`src/rtl/uart_receiver.sv`:
```
// uart_receiver: 8N1 serial-to-parallel receiver.
// A two-flop synchroniser feeds a mid-bit sampling FSM. Received bytes are
// offered on a valid/ready port. The receiver also rejects glitches shorter
// than half a bit, flags framing errors and flags overruns.
//
// Handshake: rx_data is transferred on any rising int_clk edge where
// rx_valid && rx_ready. Once rx_valid is high, it stays high and rx_data stays
// stable until that transfer happens. A new byte may replace the old one in the
// same cycle as the transfer, and rx_valid then stays high.
module uart_receiver #(
  parameter int CLKS_PER_BIT = 5208,
  parameter int HALF_BIT     = CLKS_PER_BIT / 2
) (
  input  logic       int_clk,
  input  logic       rst_n,
  input  logic       din,
  output logic [7:0] rx_data,
  output logic       rx_valid,
  input  logic       rx_ready,
  output logic       frame_err,
  output logic       overrun,
  output logic       busy,
  output logic [2:0] state_dbg
);

  localparam int CNT_W = $clog2(CLKS_PER_BIT);
  localparam logic [CNT_W-1:0] HALF_LAST = CNT_W'(HALF_BIT - 1);
  localparam logic [CNT_W-1:0] BIT_LAST  = CNT_W'(CLKS_PER_BIT - 1);

  typedef enum logic [2:0] {
    IDLE      = 3'd0,
    START     = 3'd1,
    DATA      = 3'd2,
    STOP      = 3'd3,
    WAIT_HIGH = 3'd4
  } state_t;

  state_t           state;
  logic             sync_1;
  logic             rx_s;
  logic [CNT_W-1:0] bit_cnt;
  logic [2:0]       bit_idx;
  logic [7:0]       shift_reg;
  logic             deliver_pend;

  assign busy      = (state != IDLE);
  assign state_dbg = state;

  // Two-flop synchroniser; resets to the idle (high) line level
  always_ff @(posedge int_clk) begin
    if (!rst_n) begin
      sync_1 <= 1'b1;
      rx_s   <= 1'b1;
    end else begin
      sync_1 <= din;
      rx_s   <= sync_1;
    end
  end

  // Frame FSM, bit timing, delivery/consume handshake and error pulses
  always_ff @(posedge int_clk) begin
    if (!rst_n) begin
      state        <= IDLE;
      bit_cnt      <= '0;
      bit_idx      <= 3'd0;
      shift_reg    <= 8'h00;
      deliver_pend <= 1'b0;
      rx_data      <= 8'h00;
      rx_valid     <= 1'b0;
      frame_err    <= 1'b0;
      overrun      <= 1'b0;
    end else begin
      frame_err    <= 1'b0;
      overrun      <= 1'b0;
      deliver_pend <= 1'b0;

      // Deliver the byte one cycle after a good stop sample. The slot is free
      // if it is empty or is being consumed in this same cycle.
      if (deliver_pend) begin
        if (!rx_valid || rx_ready) begin
          rx_data  <= shift_reg;
          rx_valid <= 1'b1;
        end else begin
          overrun <= 1'b1;
        end
      end else if (rx_valid && rx_ready) begin
        rx_valid <= 1'b0;
      end

      case (state)
        IDLE: begin
          bit_cnt <= '0;
          if (!rx_s) begin
            state <= START;
          end
        end
        START: begin
          if (bit_cnt == HALF_LAST) begin
            bit_cnt <= '0;
            if (!rx_s) begin
              state   <= DATA;
              bit_idx <= 3'd0;
            end else begin
              // The start bit was not low at its midpoint, so treat it as a glitch
              state <= IDLE;
            end
          end else begin
            bit_cnt <= bit_cnt + CNT_W'(1);
          end
        end
        DATA: begin
          if (bit_cnt == BIT_LAST) begin
            bit_cnt            <= '0;
            shift_reg[bit_idx] <= rx_s;
            bit_idx            <= bit_idx + 3'd1;
            if (bit_idx == 3'd7) begin
              state <= STOP;
            end
          end else begin
            bit_cnt <= bit_cnt + CNT_W'(1);
          end
        end
        STOP: begin
          if (bit_cnt == BIT_LAST) begin
            bit_cnt <= '0;
            if (rx_s) begin
              deliver_pend <= 1'b1;
              state        <= IDLE;
            end else begin
              frame_err <= 1'b1;
              state     <= WAIT_HIGH;
            end
          end else begin
            bit_cnt <= bit_cnt + CNT_W'(1);
          end
        end
        WAIT_HIGH: begin
          // A line held low (break) waits here and gives only one frame_err
          bit_cnt <= '0;
          if (rx_s) begin
            state <= IDLE;
          end
        end
        default: begin
          state   <= IDLE;
          bit_cnt <= '0;
        end
      endcase
    end
  end

endmodule

```
`config.mk`:
```
export PLATFORM = sky130hd
export DESIGN_NAME = uart_receiver
export DESIGN_NICKNAME = d
export VERILOG_FILES = /design/src/rtl/uart_receiver.sv
export SDC_FILE = /design/constraint.sdc
export NUM_CORES = 1
export LEC_CHECK = 0
export ABC_AREA = 1
export CORE_AREA = 2 2 70 72
export DETAILED_ROUTE_END_ITERATION = 12
export DIE_AREA = 0 0 72 74
export HOLD_SLACK_MARGIN = 0.08
export MAX_ROUTING_LAYER = met4
export PLACE_DENSITY = 0.69
export SLEW_MARGIN = 20
export SYNTH_ARGS = -nofsm -noshare
export SYNTH_HDL_FRONTEND = slang
export SYNTH_SLANG_ARGS = --single-unit
```
`constraint.sdc`:
```
create_clock -name int_clk -period 2.7 [get_ports int_clk]
set_clock_uncertainty 0.2 [all_clocks]
set_input_delay 0.27 -clock int_clk [delete_from_list [all_inputs] [get_ports int_clk]]
set_output_delay 0.27 -clock int_clk [all_outputs]
set_load 0.1 [all_outputs]
```
==> run summary <==
Post-synth cell types: 31
Fin. Hold Viols: 0
Fillers: 464
Final setup viols: 0
Vias in the first global route: 1430
Max Freq: 542.4 MHz
CTS sink cnt: 41
H-tree Lvls: 2
Most used cell, CP: nand2_4
Most frequent cell after synthesis: nand2_1
Via/cell ratio: 4.822
Clock latency on the worst-skew pair: 0.29 ns
Req. time, crit path: 2.68 ns
Crit-path cells: ha_1 > nand2_1 > nor2_2 > nand3_4 > nand2_4 > nand3_2 > nand2_4 > nor3b_1
Syn_area_per_cell: 7.560 um^2
Row count: 25
Port Buffer Count: 18
Diodes inserted: 0
Post-layout nets: 290
Post-CTS sizing: 0
DR WL/cell: 10.77 um
Area fraction of the dominant cell type after synthesis: 0.4160
IO Pins: 19
Rel. slew slack: 0.5425
Final Instance Count excl. Fillers: 338
Commonest cells in the synthesized netlist: nand2_1, dfxtp_1, nor2_1
Placed cell count: 330
Outcome: finished clean
GR Util All Layers: 0.1605
Max FO, Critical Path: 12
Area contributors post-synth: dfxtp_1, nand2_1, nor2_1, inv_1, nor2_2
DRT Wirelength: 3640 um
Syn Std Cell Area: 0.001973 mm^2
Setup CP Type: flip-flop to flip-flop
Die span in x: 72 um
Critical path arrival: 1.82 ns
Flop2flop setup slack: 0.86 ns
Worst path depth: 8
EDFF count, synth: 0
Worst vdd ir: 0.7612 mV
Max reg flops: 13
Hold Startpoint: sync_1$_SDFF_PN1_
CTS tree: done
Design Power: 1.507 mW
Post-route DRC violation count: 0
Initial DRC count: 97
DR vias: 1630
Mapped Cells: 261
Path depth of the worst reg2reg path: 8
Hold Crit Class: flip-flop to flip-flop
Syn Nets: 268
R2R Path Start: bit_cnt[0]$_SDFF_PN0_
Hold buffers post-CTS: 0
Register area share after synthesis: 0.4160
Leakage: 0.9578 nW
Reg-to-reg endpoint: bit_cnt[5]$_SDFF_PN0_
Gr ovfl total: 0
Pwr dens: 661.3 mW/mm^2
Yosys warns: 0
Worst-path clk slew: 0.08 ns
Initial Util: 0.4291
CP peak stage delay: 0.37 ns
FF+latch count, synth: 41
DR pass1 iterations: 4
CTS buffer count: 5
Core Box Area: 0.004598 mm^2
Worst Setup End Kind: flip-flop
Main synth FF type: dfxtp_1
Hold path cells: 1
Largest net degree at the start of global routing: 16
Largest delay contributor family on the critical path: simple AND/OR/NAND/NOR gates
Min Tclk post-route: 1.844 ns
Die Footprint: 0.005328 mm^2
Setup Fix Bufs, Post-CTS: 0
RSZ-0062 raised after global routing: false
Final Wtd Congestion: 0.8191
Worst-Margin Slew: 0.6838 ns
Final Instance Area: 0.002278 mm^2
DP HPWL: 2711 um
Fin util: 0.4955
MaxCap Viol Count: 0
Area Growth Syn to Fin: 15.47%
CTS Buffer Depth: 2
Setup TNS: 0 ns
Antenna viol nets, final: 0
Fin crit share: 0.6828
Post-synth top area cell: dfxtp_1
First-pass GRT wire length: 6430 um
Placed Area: 0.002158 mm^2
Die Span Y: 74 um
Worst Hold Endpoint: rx_s$_SDFF_PN1_
CP max-delay cell: dfxtp_1
FFs w/ async S/R, synth: 0
Fin. max-slew vios: 0
Crit path buf inv count: 0
Worst Setup Start Kind: flip-flop
Clock root buffer: clkbuf_8
Initial antenna violation count: 0
Layout cells sized above 1: 0.2394
[worst max path at each step]
stage	from	end	slack, ns
floorplan	state_dbg[1]$_SDFFE_PN0P_	busy	0.41
global placement	rst_n	bit_cnt[5]$_SDFF_PN0_	0.62
detailed placement	rst_n	bit_cnt[5]$_SDFF_PN0_	0.59
CTS	bit_cnt[0]$_SDFF_PN0_	bit_cnt[5]$_SDFF_PN0_	0.83
global route	bit_cnt[0]$_SDFF_PN0_	bit_cnt[8]$_SDFF_PN0_	0.64
finish	bit_cnt[0]$_SDFF_PN0_	bit_cnt[5]$_SDFF_PN0_	0.86
[report_power, final]
group / internal (mW) / leakage (nW) / switching [mW]
sequential: 0.617 / 0.331 / 0.0274
clock: 0.301 / 0.0574 / 0.212
combinational: 0.0875 / 0.569 / 0.262
total: 1.01 / 0.958 / 0.501
[cell usage in the layout, fill, tap and decap left out, drive strengths merged]
cell           netlist  final
nand3               14     14
nand3b               1      1
bufinv               0      1
nand2               58     58
xor2                 4      4
inv                 35     35
a31oi                1      1
nor2                54     54
clkbuf               2      6
clkdlybuf4s50        0      3
a21oi               16     16
nor3b                4      4
and3                 1      1
dfxtp               41     41
or2                  3      3
nand4                3      3
clkinvlp             0      1
nor3                 6      6
o21ai               13     13
buf                  2     16
ha                   3      3
[through the flow]
step,setup slack (ns),hold slack (ns)
3_3_place_gp,0.6195,0.2007
2_1_floorplan,0.4080,0.1766
4_1_cts,0.8322,0.2232
5_1_grt,0.6420,0.2336
6_report,0.8563,0.2196
3_5_place_dp,0.5925,0.2001
[routing by layer]
metal / GRT usage / wire length (um) / vias up
met1: 0.2103 / 1860 / 730
met2: 0.2407 / 1562 / 30
met3: 0.02575 / 127 / 7
li1: - / - / 863
met4: 0.08176 / 89 / 0
met5: - / 0 / -
[area by class of cell]
cell class / instances / area (um^2) / area share
Multi-Input combinational cell: 181 / 985.9 / 0.4327
Sequential cell: 41 / 820.8 / 0.3602
Timing Repair Buffer: 19 / 150.1 / 0.06590
Inverter: 35 / 133.9 / 0.05876
Clock buffer: 6 / 82.58 / 0.03624
Tap cell: 54 / 67.56 / 0.02965
Clock inverter: 2 / 37.54 / 0.01647
[logic make-up after synthesis]
group / Yosys count / share of synthesized area
buf+inv: 39 / 0.08434
flops: 41 / 0.4160
fa+ha+maj: 3 / 0.01903
compound gates: 30 / 0.07863
xor+xnor: 4 / 0.01775
simple gates: 144 / 0.3843
Note: power is estimated with default switching activity, not from simulation.
